File: config.mk
export PLATFORM = sky130hd
export DESIGN_NAME = wb_counter_bank_flat
export DESIGN_NICKNAME = d
export VERILOG_FILES = /design/src/rtl/wb_counter_bank_if.sv /design/src/rtl/wb_counter_bank.sv /design/src/flat_wrapper.sv
export SDC_FILE = /design/constraint.sdc
export NUM_CORES = 1
export LEC_CHECK = 0
export ABC_AREA = 0
export CORE_MARGIN = 1
export CORE_UTILIZATION = 55
export DETAILED_ROUTE_END_ITERATION = 7
export DONT_BUFFER_PORTS = 1
export MAX_ROUTING_LAYER = met4
export PLACE_DENSITY_LB_ADDON = 0.05
export SKIP_LAST_GASP = 1
export SLEW_MARGIN = 25
export SYNTH_ARGS = -nofsm -noshare
export SYNTH_HDL_FRONTEND = slang
export SYNTH_SLANG_ARGS = --single-unit
File: constraint.sdc
create_clock -name clk -period 6.6 [get_ports clk]
set_input_delay 1.32 -clock clk [delete_from_list [all_inputs] [get_ports clk]]
set_output_delay 1.32 -clock clk [all_outputs]
set_load 0.02 [all_outputs]
File: src/rtl/wb_counter_bank_if.sv
// Wishbone slave bundle for the counter bank: the management SoC drives the
// request side (master modport) and the bank returns ack and read data (slave modport).
interface wb_counter_bank_if;
  logic        wbs_stb_i;
  logic        wbs_cyc_i;
  logic        wbs_we_i;
  logic [3:0]  wbs_sel_i;
  logic [31:0] wbs_dat_i;
  logic [31:0] wbs_adr_i;
  logic        wbs_ack_o;
  logic [31:0] wbs_dat_o;

  modport master (
    output wbs_stb_i, wbs_cyc_i, wbs_we_i, wbs_sel_i, wbs_dat_i, wbs_adr_i,
    input  wbs_ack_o, wbs_dat_o
  );

  modport slave (
    input  wbs_stb_i, wbs_cyc_i, wbs_we_i, wbs_sel_i, wbs_dat_i, wbs_adr_i,
    output wbs_ack_o, wbs_dat_o
  );
endinterface

File: src/rtl/wb_counter_bank.sv
// Bank of CHANNELS up/down counters with limit, one-shot and per-channel IRQ on Wishbone.
// Define COUNTER_BANK_LA_EN to add the logic-analyser force-load ports (la_load/la_value).
module wb_counter_bank #(
  parameter int CHANNELS = 4,
  parameter int BITS     = 16
) (
  input  logic                     clk,
  input  logic                     nreset,
  wb_counter_bank_if.slave         wbs,
`ifdef COUNTER_BANK_LA_EN
  input  logic [CHANNELS-1:0]      la_load,
  input  logic [BITS-1:0]          la_value,
`endif
  output logic [CHANNELS*BITS-1:0] count_o,
  output logic [CHANNELS-1:0]      irq_o
);

  localparam logic [1:0] REG_CTRL   = 2'd0;
  localparam logic [1:0] REG_COUNT  = 2'd1;
  localparam logic [1:0] REG_LIMIT  = 2'd2;
  localparam logic [1:0] REG_STATUS = 2'd3;

  function automatic logic [31:0] lane_merge(
    input logic [31:0] old_val,
    input logic [31:0] new_val,
    input logic [3:0]  sel
  );
    logic [31:0] res;
    res = old_val;
    for (int b = 0; b < 4; b++) begin
      if (sel[b]) res[8*b +: 8] = new_val[8*b +: 8];
    end
    return res;
  endfunction

  logic [BITS-1:0]     r_count [CHANNELS];
  logic [BITS-1:0]     r_limit [CHANNELS];
  logic [CHANNELS-1:0] r_en;
  logic [CHANNELS-1:0] r_dir;
  logic [CHANNELS-1:0] r_oneshot;
  logic [CHANNELS-1:0] r_irq_en;
  logic [CHANNELS-1:0] r_flag;
  logic                r_ack;
  logic [31:0]         r_dat;

  logic                w_accept;
  logic [3:0]          w_ch;
  logic [1:0]          w_reg;
  logic [CHANNELS-1:0] w_hit;
  logic [CHANNELS-1:0] w_wr_ctrl;
  logic [CHANNELS-1:0] w_wr_count;
  logic [CHANNELS-1:0] w_wr_limit;
  logic [CHANNELS-1:0] w_wr_status;
  logic [CHANNELS-1:0] w_step;
  logic [CHANNELS-1:0] w_term;
  logic [BITS-1:0]     w_next [CHANNELS];
  logic [31:0]         w_rdata;
  logic                w_unused;

  assign w_accept = wbs.wbs_cyc_i & wbs.wbs_stb_i & ~r_ack;
  assign w_ch     = wbs.wbs_adr_i[7:4];
  assign w_reg    = wbs.wbs_adr_i[3:2];
  assign w_unused = &{1'b0, wbs.wbs_adr_i[31:8], wbs.wbs_adr_i[1:0]};

  // Decode and per-channel step; channel numbers past CHANNELS never match, so
  // those accesses are acked but touch nothing.
  always_comb begin
    for (int c = 0; c < CHANNELS; c++) begin
      w_hit[c]       = w_accept & (w_ch == 4'(c));
      w_wr_ctrl[c]   = w_hit[c] & wbs.wbs_we_i & (w_reg == REG_CTRL);
      w_wr_count[c]  = w_hit[c] & wbs.wbs_we_i & (w_reg == REG_COUNT);
      w_wr_limit[c]  = w_hit[c] & wbs.wbs_we_i & (w_reg == REG_LIMIT);
      w_wr_status[c] = w_hit[c] & wbs.wbs_we_i & (w_reg == REG_STATUS);
      w_step[c]      = r_en[c] & ~w_wr_count[c];
`ifdef COUNTER_BANK_LA_EN
      w_step[c]      = w_step[c] & ~la_load[c];
`endif
      if (r_dir[c]) begin
        w_term[c] = w_step[c] & (r_count[c] == '0);
        w_next[c] = (r_count[c] == '0) ? r_limit[c] : r_count[c] - BITS'(1);
      end else begin
        w_term[c] = w_step[c] & (r_count[c] == r_limit[c]);
        w_next[c] = (r_count[c] == r_limit[c]) ? '0 : r_count[c] + BITS'(1);
      end
    end
  end

  always_comb begin
    w_rdata = '0;
    for (int c = 0; c < CHANNELS; c++) begin
      if (w_ch == 4'(c)) begin
        case (w_reg)
          REG_CTRL:   w_rdata = {28'd0, r_irq_en[c], r_oneshot[c], r_dir[c], r_en[c]};
          REG_COUNT:  w_rdata = 32'(r_count[c]);
          REG_LIMIT:  w_rdata = 32'(r_limit[c]);
          default:    w_rdata = {31'd0, r_flag[c]};
        endcase
      end
    end
  end

  // Register update: bus write beats LA load beats the count step.
  always_ff @(posedge clk or negedge nreset) begin
    if (!nreset) begin
      r_ack     <= 1'b0;
      r_dat     <= '0;
      r_en      <= '0;
      r_dir     <= '0;
      r_oneshot <= '0;
      r_irq_en  <= '0;
      r_flag    <= '0;
      for (int c = 0; c < CHANNELS; c++) begin
        r_count[c] <= '0;
        r_limit[c] <= '0;
      end
    end else begin
      r_ack <= w_accept;
      if (w_accept && !wbs.wbs_we_i) r_dat <= w_rdata;

      for (int c = 0; c < CHANNELS; c++) begin
        if (w_wr_count[c]) begin
          r_count[c] <= BITS'(lane_merge(32'(r_count[c]), wbs.wbs_dat_i, wbs.wbs_sel_i));
        end
`ifdef COUNTER_BANK_LA_EN
        else if (la_load[c]) begin
          r_count[c] <= la_value;
        end
`endif
        else if (w_step[c]) begin
          r_count[c] <= w_next[c];
        end

        if (w_wr_limit[c]) begin
          r_limit[c] <= BITS'(lane_merge(32'(r_limit[c]), wbs.wbs_dat_i, wbs.wbs_sel_i));
        end

        // A CTRL write in the terminal cycle overrides the one-shot disable.
        if (w_wr_ctrl[c] && wbs.wbs_sel_i[0]) begin
          r_en[c]      <= wbs.wbs_dat_i[0];
          r_dir[c]     <= wbs.wbs_dat_i[1];
          r_oneshot[c] <= wbs.wbs_dat_i[2];
          r_irq_en[c]  <= wbs.wbs_dat_i[3];
        end else if (w_term[c] && r_oneshot[c]) begin
          r_en[c] <= 1'b0;
        end

        if (w_term[c]) begin
          r_flag[c] <= 1'b1;
        end else if (w_wr_status[c] && wbs.wbs_sel_i[0] && wbs.wbs_dat_i[0]) begin
          r_flag[c] <= 1'b0;
        end
      end
    end
  end

  for (genvar g = 0; g < CHANNELS; g++) begin : g_count_out
    assign count_o[g*BITS +: BITS] = r_count[g];
  end

  assign irq_o         = r_flag & r_irq_en;
  assign wbs.wbs_ack_o = r_ack;
  assign wbs.wbs_dat_o = r_dat;

endmodule

File: src/flat_wrapper.sv
// flat-port wrapper written by rule: the top's interface ports become plain ports
module wb_counter_bank_flat 
#(
  parameter int CHANNELS = 4,
  parameter int BITS     = 16
)
  (clk, nreset, count_o, irq_o, wbs_wbs_stb_i, wbs_wbs_cyc_i, wbs_wbs_we_i, wbs_wbs_sel_i, wbs_wbs_dat_i, wbs_wbs_adr_i, wbs_wbs_ack_o, wbs_wbs_dat_o);
  wb_counter_bank_if wbs_i ();
  input  logic clk;
  input  logic nreset;
  output logic [CHANNELS*BITS-1:0] count_o;
  output logic [CHANNELS-1:0] irq_o;
  input wire logic [$bits(wbs_i.wbs_stb_i)-1:0] wbs_wbs_stb_i;
  input wire logic [$bits(wbs_i.wbs_cyc_i)-1:0] wbs_wbs_cyc_i;
  input wire logic [$bits(wbs_i.wbs_we_i)-1:0] wbs_wbs_we_i;
  input wire logic [$bits(wbs_i.wbs_sel_i)-1:0] wbs_wbs_sel_i;
  input wire logic [$bits(wbs_i.wbs_dat_i)-1:0] wbs_wbs_dat_i;
  input wire logic [$bits(wbs_i.wbs_adr_i)-1:0] wbs_wbs_adr_i;
  output wire logic [$bits(wbs_i.wbs_ack_o)-1:0] wbs_wbs_ack_o;
  output wire logic [$bits(wbs_i.wbs_dat_o)-1:0] wbs_wbs_dat_o;
  assign wbs_i.wbs_stb_i = wbs_wbs_stb_i;
  assign wbs_i.wbs_cyc_i = wbs_wbs_cyc_i;
  assign wbs_i.wbs_we_i = wbs_wbs_we_i;
  assign wbs_i.wbs_sel_i = wbs_wbs_sel_i;
  assign wbs_i.wbs_dat_i = wbs_wbs_dat_i;
  assign wbs_i.wbs_adr_i = wbs_wbs_adr_i;
  assign wbs_wbs_ack_o = wbs_i.wbs_ack_o;
  assign wbs_wbs_dat_o = wbs_i.wbs_dat_o;
  wb_counter_bank #(.CHANNELS(CHANNELS), .BITS(BITS)) u_core (.clk(clk), .nreset(nreset), .wbs(wbs_i), .count_o(count_o), .irq_o(irq_o));
endmodule
==> results of run 1 <==
[per-layer routing]
metal | part of all wire | track usage
met1 | 0.41 | 0.499
met4 | 0.044 | 0.160
met3 | 0.096 | 0.0848
met5 | 0 | -
met2 | 0.45 | 0.568
[registers in the layout, summed over array words and instances (netlist names)]
register,count
u_core.wbs.wbs_ack_o,1
u_core.r_dir,4
u_core.r_flag,4
u_core.r_oneshot,4
u_core.r_limit,64
u_core.r_irq_en,4
u_core.r_en,4
u_core.count_o,64
u_core.wbs.wbs_dat_o,16
[worst min path at each step]
stage,startpoint,end,slack [ns],depth (start not counted)
2_1_floorplan,u_core.r_flag[2]$_DFFE_PN0P_,u_core.r_flag[2]$_DFFE_PN0P_,0.48,2
3_3_place_gp,u_core.r_irq_en[1]$_DFFE_PN0P_,u_core.r_irq_en[1]$_DFFE_PN0P_,0.50,1
3_5_place_dp,u_core.r_irq_en[1]$_DFFE_PN0P_,u_core.r_irq_en[1]$_DFFE_PN0P_,0.51,1
4_1_cts,u_core.r_irq_en[1]$_DFFE_PN0P_,u_core.r_irq_en[1]$_DFFE_PN0P_,0.52,1
5_1_grt,u_core.r_oneshot[3]$_DFFE_PN0P_,u_core.r_oneshot[3]$_DFFE_PN0P_,0.55,1
6_report,u_core.r_irq_en[1]$_DFFE_PN0P_,u_core.r_irq_en[1]$_DFFE_PN0P_,0.52,1
[cells by family (layout without fill, tap and decap cells)]
logic type	count (synthesis)	after routing	share of synthesized area
fa+ha+maj	12	12	0.0119
buf+inv	186	71	0.0630
other cells	1	17	0.000297
compound gates	427	427	0.223
mux	100	100	0.0910
simple gates	479	479	0.192
xor+xnor	131	131	0.0909
flops	165	165	0.327
[layout by cell type, fill, tap and decap left out, types with 29 or more instances in the layout]
cell	count
sky130_fd_sc_hd__xnor2_1	83
sky130_fd_sc_hd__nand3_1	54
sky130_fd_sc_hd__xor2_1	48
sky130_fd_sc_hd__mux2_2	78
sky130_fd_sc_hd__nand2_1	130
sky130_fd_sc_hd__a31oi_1	29
sky130_fd_sc_hd__nor3_1	36
sky130_fd_sc_hd__nand4_1	37
sky130_fd_sc_hd__a21oi_1	97
sky130_fd_sc_hd__o22ai_1	30
sky130_fd_sc_hd__a221oi_1	29
sky130_fd_sc_hd__dfrtp_1	165
sky130_fd_sc_hd__o21ai_0	84
sky130_fd_sc_hd__nor2_1	99
[where the power goes]
| group | total [mW] | leakage [nW] | switching, mW | internal (mW) |
|---|---|---|---|---|
| Combinational | 0.806 | 2.66 | 0.423 | 0.383 |
| Clock | 1.02 | 0.275 | 0.444 | 0.577 |
| Sequential | 1.61 | 2.19 | 0.503 | 1.11 |
[cell type report]
class	instances	area (µm²)	share of cell area
Sequential cell	165	4130	0.316
Timing Repair Buffer	13	97.6	0.00747
Antenna cell	1	2.50	0.000191
Clock buffer	20	457	0.0349
Multi-Input combinational cell	1165	7800	0.597
Clock inverter	11	126	0.00967
Tap cell	285	357	0.0273
Inverter	27	101	0.00775
[through the flow]
stage	area [µm²]	cells
after floorplan	12700	1516
after global placement	12500	1655
after detailed placement	12500	1655
after CTS	13100	1686
after global routing	13100	1687
final	13100	1687
==> metrics.log, run 1 <==
[metrics] 1st-iter DRT viols: 1,196
[metrics] GR Overflow Total: 0
[metrics] total power per unit cell area: 263 nW/µm²
[metrics] cell count along the critical path: 6
[metrics] number of warning messages in the yosys log: 0
[metrics] cell type with the highest aggregate area in the netlist: sky130_fd_sc_hd__dfrtp_1
[metrics] number of register bits inferred by synthesis: 165
[metrics] post-layout total power: 3.44 mW
[metrics] H-tree level count: 4
[metrics] top area cells in the synthesized netlist: sky130_fd_sc_hd__dfrtp_1 (33%), sky130_fd_sc_hd__mux2_2 (7.0%), sky130_fd_sc_hd__xnor2_1 (5.8%)
[metrics] capture point of the critical path: u_core.count_o[43]$_DFFE_PN0P_
[metrics] filler cell count in the final layout: 2,131
[metrics] synthesized area divided by synthesized cell count: 8.41 µm²
[metrics] most repeated cell in the gate-level netlist after synthesis: sky130_fd_sc_hd__dfrtp_1
[metrics] number of nets in the layout: 1,474
[metrics] FMAX: 259 MHz
[metrics] die outline width: 154 µm
[metrics] clock tree root buffer cell: sky130_fd_sc_hd__clkbuf_16
[metrics] count of flip-flops with a built-in enable after synthesis: 0
[metrics] gr usage total: 0.381
[metrics] Buffers & Inverters on Critical Path: 0
[metrics] final-layout setup total negative slack: 0 ns
[metrics] die outline height: 154 µm
[metrics] Clock Latency Late Sink: 0.44 ns
[metrics] critical path's largest stage delay: 0.93 ns
[metrics] starting density of the core: 0.559
[metrics] number of hold buffers added after CTS: 0
[metrics] worst endpoint required time: 6.90 ns
[metrics] wire length of the first global-routing pass: 67.0 mm
[metrics] Max rail drop VDD: 0.166 mV
[metrics] cell area after technology mapping: 12,600 µm²
[metrics] pin count of the biggest net entering global routing: 166
[metrics] MaxCap Viol Count: 0
[metrics] crit path launch: u_core.count_o[37]$_DFFE_PN0P_
[metrics] Max transition margin: 0.345
[metrics] Std-Cell Rows: 55
[metrics] vias after detailed routing: 11,800
[metrics] class of the tightest hold or removal check: reg2reg
[metrics] worst reg2reg path startpoint: u_core.count_o[37]$_DFFE_PN0P_
[metrics] count of buffers added by post-CTS timing repair for setup: 0
[metrics] residual DRC count: 0
[metrics] Core Box Area: 22,600 µm²
[metrics] fraction of the cycle the final worst path needs: 0.584
[metrics] count of buffers inserted at the top-level ports: 0
[metrics] die area: 23,600 µm²
[metrics] initial antenna violation count: 1
[metrics] Area Overhead vs Synth: 3.52%
[metrics] # clock sinks: 165
[metrics] number of global-route vias before repair: 11,200
[metrics] number of ports placed on the die boundary: 174
[metrics] most frequent cells after synthesis: sky130_fd_sc_hd__dfrtp_1 (165), sky130_fd_sc_hd__nand2_1 (130), sky130_fd_sc_hd__clkbuf_1 (122)
[metrics] worst endpoint data arrival time: 4.15 ns
[metrics] synthesized instance count: 1,501
[metrics] area fraction of the dominant cell type after synthesis: 0.327
[metrics] worst reg2reg setup slack: 2.75 ns
[metrics] Vias/cell: 7.02
[metrics] worst clock skew: 0.0137 ns
[metrics] Final ANT Viol Nets: 0
[metrics] fraction of layout instances using a drive strength above 1: 0.109
[metrics] count of unique library cells instantiated by Yosys: 82
[metrics] TritonCTS clock tree: done
[metrics] cts bufs inserted: 17
[metrics] class of the most critical setup path: reg2reg
[metrics] number of buffers on the longest clock path: 2
[metrics] post_cts resized: 0
[metrics] status: completed
[metrics] routability congestion estimate: 0.955
[metrics] Synth Flop Type: sky130_fd_sc_hd__dfrtp_1
[metrics] post-CTS clock slew at the launch and capture registers of the worst setup and hold paths: 0.07 ns
[metrics] post-synthesis sequential area ratio: 0.327
[metrics] RR Endpoint: u_core.count_o[43]$_DFFE_PN0P_
[metrics] final period demand of the worst path: 3.85 ns
[metrics] Register-to-Register Path Depth: 6
[metrics] unrepaired setup endpoints after global routing: no
[metrics] hold_ws: 0.524 ns
[metrics] type of element capturing the critical path: register
[metrics] Critical-path top delay cell: sky130_fd_sc_hd__nand4_1
[metrics] router iterations before antenna repair: 5
[metrics] routed length per instance: 25.7 µm
[metrics] Pleak: 5.13 nW
[metrics] CP Launch Type: register
[metrics] total half-perimeter wirelength after legalization and detailed placement: 29.3 mm
[metrics] final setup vio count: 0
[metrics] share of flip-flops with an asynchronous set or reset after synthesis: 1.00
[metrics] Worst-Margin Slew: 0.979 ns
[metrics] dpl ws: 2.71 ns
[metrics] maximum fanout along the worst path: 21
[metrics] Critical Path, Cell by Cell: nor4_2, nand4_1, nand2_1, nor2_1, a2111oi_0, o2bb2ai_1
[metrics] hold violation total from the final report: 0
[metrics] final standard cell utilization of the core: 0.579
[metrics] kind of cell adding the most delay to the critical path: simple AND/OR/NAND/NOR gates
[metrics] total wire length after detailed routing: 43.3 mm
[metrics] smallest setup slack after layout: 2.75 ns
[metrics] max-slew violation total from the final report: 0
Power figures use the tool's default switching activity.
==> run 2, diff against run 1 <==
==> constraint.sdc (replaced) <==
create_clock -name clk -period 3.5 [get_ports clk]
set_input_delay 0.7 -clock clk [delete_from_list [all_inputs] [get_ports clk]]
set_output_delay 0.7 -clock clk [all_outputs]
set_load 0.02 [all_outputs]
==> run 2 against run 1 <==
The run now ends with hold timing left; flip-flop and latch count did not move; count of clock-buffer cells in the layout decreased by 2; critical path depth unchanged; clock skew decreased by 0.0059 ns; sequential power grew 55%; die area is the same; register-to-register slack worse by 2.1 ns; combinational power grew to 2.9 times the previous value; first-iteration DRC count increased by 4.0%; sequential share of layout area fell by 1.1 points; final cell count rose by 3.7%; largest cell class unchanged; largest power group unchanged.
==> metrics.log, run 2 (synthesized netlist as in run 1, its figures left out) <==
[metrics] CP Launch Type: register
[metrics] max-slew violation total from the final report: 0 (unchanged)
[metrics] type of element capturing the critical path: register
[metrics] total half-perimeter wirelength after legalization and detailed placement: 30.2 mm (+3.0%)
[metrics] non-filler instance count after layout: 1,749 (+3.7%)
[metrics] # clock sinks: 165 (unchanged)
[metrics] unrepaired setup endpoints after global routing: no
[metrics] final period demand of the worst path: 2.90 ns (-0.952 ns)
[metrics] Core Box Area: 22,600 µm² (unchanged)
[metrics] Worst-Margin Slew: 0.908 ns (-0.0712 ns)
[metrics] Max transition margin: 0.395 (+0.0494)
[metrics] TritonCTS clock tree: done
[metrics] starting density of the core: 0.559 (unchanged)
[metrics] die area: 23,600 µm² (unchanged)
[metrics] count of buffers inserted at the top-level ports: 0 (unchanged)
[metrics] status: finished, violations left
[metrics] number of ports placed on the die boundary: 174 (unchanged)
[metrics] routed length per instance: 25.1 µm (-2.1%)
[metrics] Final ANT Viol Nets: 0 (unchanged)
[metrics] number of global-route vias before repair: 11,300 (+0.37%)
[metrics] Non-Filler Cell Area, Final: 13,500 µm² (+3.6%)
[metrics] post-CTS clock slew at the launch and capture registers of the worst setup and hold paths: 0.07 ns (about the same)
[metrics] leading cell type in the layout, fill and taps excluded: sky130_fd_sc_hd__dfrtp_1
[metrics] initial antenna violation count: 0 (-1)
[metrics] class of the tightest hold or removal check: in2async
[metrics] Pleak: 5.45 nW (+6.2%)
[metrics] filler cell count in the final layout: 2,064 (-3.1%)
[metrics] die outline width: 154 µm (unchanged)
[metrics] post-layout total power: 6.69 mW (+94%)
[metrics] Clock Power Share: 0.282 (-0.015)
[metrics] 1st-iter DRT viols: 1,244 (+4.0%)
[metrics] wire length of the first global-routing pass: 67.1 mm (about the same)
[metrics] count of buffers added by post-CTS timing repair for setup: 0 (unchanged)
[metrics] fraction of layout instances using a drive strength above 1: 0.148 (+0.0390)
[metrics] clock tree root buffer cell: sky130_fd_sc_hd__clkbuf_16
[metrics] final setup vio count: 0 (unchanged)
[metrics] MaxCap Viol Count: 0 (unchanged)
[metrics] FMAX: 345 MHz (+33%)
[metrics] total power per unit cell area: 494 nW/µm² (+88%)
[metrics] cts bufs inserted: 17 (unchanged)
[metrics] worst endpoint data arrival time: 3.21 ns (-0.94 ns)
[metrics] total wire length after detailed routing: 44.0 mm (+1.5%)
[metrics] H-tree level count: 4 (unchanged)
[metrics] violated checks: hold timing
[metrics] Placed Instance Area: 13,000 µm² (+3.8%)
[metrics] Cells after DPL: 1,719 (+3.9%)
[metrics] Area Overhead vs Synth: 7.22%
[metrics] combined area of the multi-input logic cells: 7800 µm² (about the same)
[metrics] share of total power in combinational logic: 0.344 (+0.110)
[metrics] vias after detailed routing: 12,100 (+2.4%)
[metrics] Clock Latency Late Sink: 0.44 ns (about the same)
[metrics] Vias/cell: 6.93 (-1.3%)
[metrics] number of buffers on the longest clock path: 2 (unchanged)
[metrics] post_cts resized: 0 (unchanged)
[metrics] routability congestion estimate: 0.939 (-1.7%)
[metrics] fraction of the cycle the final worst path needs: 0.829 (+0.245)
[metrics] GR Overflow Total: 0 (unchanged)
[metrics] pin count of the biggest net entering global routing: 166 (unchanged)
[metrics] Max rail drop VDD: 0.370 mV (+120%)
[metrics] worst clock skew: 0.00786 ns (-0.00586 ns)
[metrics] internal power summed over all cells: 4.06 mW (+96%)
[metrics] fraction of power consumed by sequential logic: 0.374 (-0.095)
[metrics] hold_ws: -0.0459 ns (-0.570 ns)
[metrics] hold violation total from the final report: 165 (+165)
[metrics] antenna diode count: 0 (-1)
[metrics] final-layout setup total negative slack: 0 ns (unchanged)
[metrics] number of nets in the layout: 1,538 (+4.3%)
[metrics] gr usage total: 0.385 (+0.00450)
[metrics] router iterations before antenna repair: 6 (+1)
[metrics] dpl ws: 0.478 ns (-2.23 ns)
[metrics] worst endpoint required time: 3.80 ns (-3.10 ns)
[metrics] switching power of the nets: 2.63 mW (+92%)
[metrics] class of the most critical setup path: reg2reg
[metrics] Std-Cell Rows: 55 (unchanged)
[metrics] most frequent cells in the layout: sky130_fd_sc_hd__dfrtp_1 (165), sky130_fd_sc_hd__nand2_1 (130), sky130_fd_sc_hd__nor2_1 (99)
[metrics] smallest setup slack after layout: 0.598 ns (-2.15 ns)
[metrics] final standard cell utilization of the core: 0.600 (+0.0207)
[metrics] fraction of power spent switching nets: 0.393 (-0.00507)
[metrics] die outline height: 154 µm (unchanged)
[metrics] residual DRC count: 0 (unchanged)
[metrics] maximum fanout along the worst path: 13 (-38%)
[metrics] register cell area after layout: 4130 µm² (unchanged)
-- run 2: changes by cell type in the layout (fill, tap and decap cells not counted) --
cell	change
sky130_fd_sc_hd__clkbuf_8	-1
sky130_fd_sc_hd__a2111oi_1	+1
sky130_fd_sc_hd__diode_2	-1
sky130_fd_sc_hd__clkinvlp_4	-1
sky130_fd_sc_hd__clkbuf_1	-1
sky130_fd_sc_hd__clkinv_4	+2
sky130_fd_sc_hd__clkinv_2	+1
sky130_fd_sc_hd__a2111oi_0	-1
sky130_fd_sc_hd__inv_6	-1
sky130_fd_sc_hd__buf_4	+64
-- run 2: worst max-delay path, stage by stage, from the launching register on --
cell	delay (ns)
sky130_fd_sc_hd__dfrtp_1	0.60
sky130_fd_sc_hd__or3_1	0.46
sky130_fd_sc_hd__or4_4	0.52
sky130_fd_sc_hd__o21ai_4	0.44
sky130_fd_sc_hd__nor2_1	0.09
sky130_fd_sc_hd__a2111oi_0	0.52
sky130_fd_sc_hd__o21ai_1	0.13
-- run 2: per-layer routing --
layer  global-route usage  vias up  part of all wire  wire length [µm]
li1                     -     5410                 -                 -
met1                0.501     5912              0.41             17900
met2                0.580      690              0.45             19800
met3               0.0893      114              0.10              4550
met4                0.154        0             0.040              1740
met5                    -        -                 0                 0
-- run 2: area by class of cell --
type	count	share of cell area
inverter	27	0.00749
multi-input combinational	1165	0.576
timing repair buffer	77	0.0427
clock buffer	18	0.0324
clock inverter	12	0.00980
sequential	165	0.305
tap	285	0.0263
-- run 2: power by group through the flow --
stage	clock network, mW	logic (mW)	registers (mW)
2_1_floorplan	0	1.70	2.53
3_3_place_gp	0	2.22	2.53
3_5_place_dp	0	2.25	2.54
4_1_cts	1.91	2.27	2.50
5_1_grt	1.99	2.50	2.54
6_report	1.89	2.30	2.50
-- run 2: path summary, 6_finish.rpt --
path / start / to / slack [ns] / cells past startpoint
hold reg to reg: u_core.r_irq_en[3]$_DFFE_PN0P_ / u_core.r_irq_en[3]$_DFFE_PN0P_ / 0.53 / 1
setup / recovery: u_core.count_o[22]$_DFFE_PN0P_ / u_core.count_o[24]$_DFFE_PN0P_ / 0.60 / 6
min in group clk: wbs_wbs_stb_i / u_core.wbs.wbs_ack_o$_DFF_PN0_ / 0.39 / 2
max in group asynchronous: nreset / u_core.r_limit[54]$_DFFE_PN0P_ / 3.33 / 0
hold / removal: nreset / u_core.count_o[42]$_DFFE_PN0P_ / -0.05 / 0
setup reg to reg: u_core.count_o[22]$_DFFE_PN0P_ / u_core.count_o[24]$_DFFE_PN0P_ / 0.60 / 6
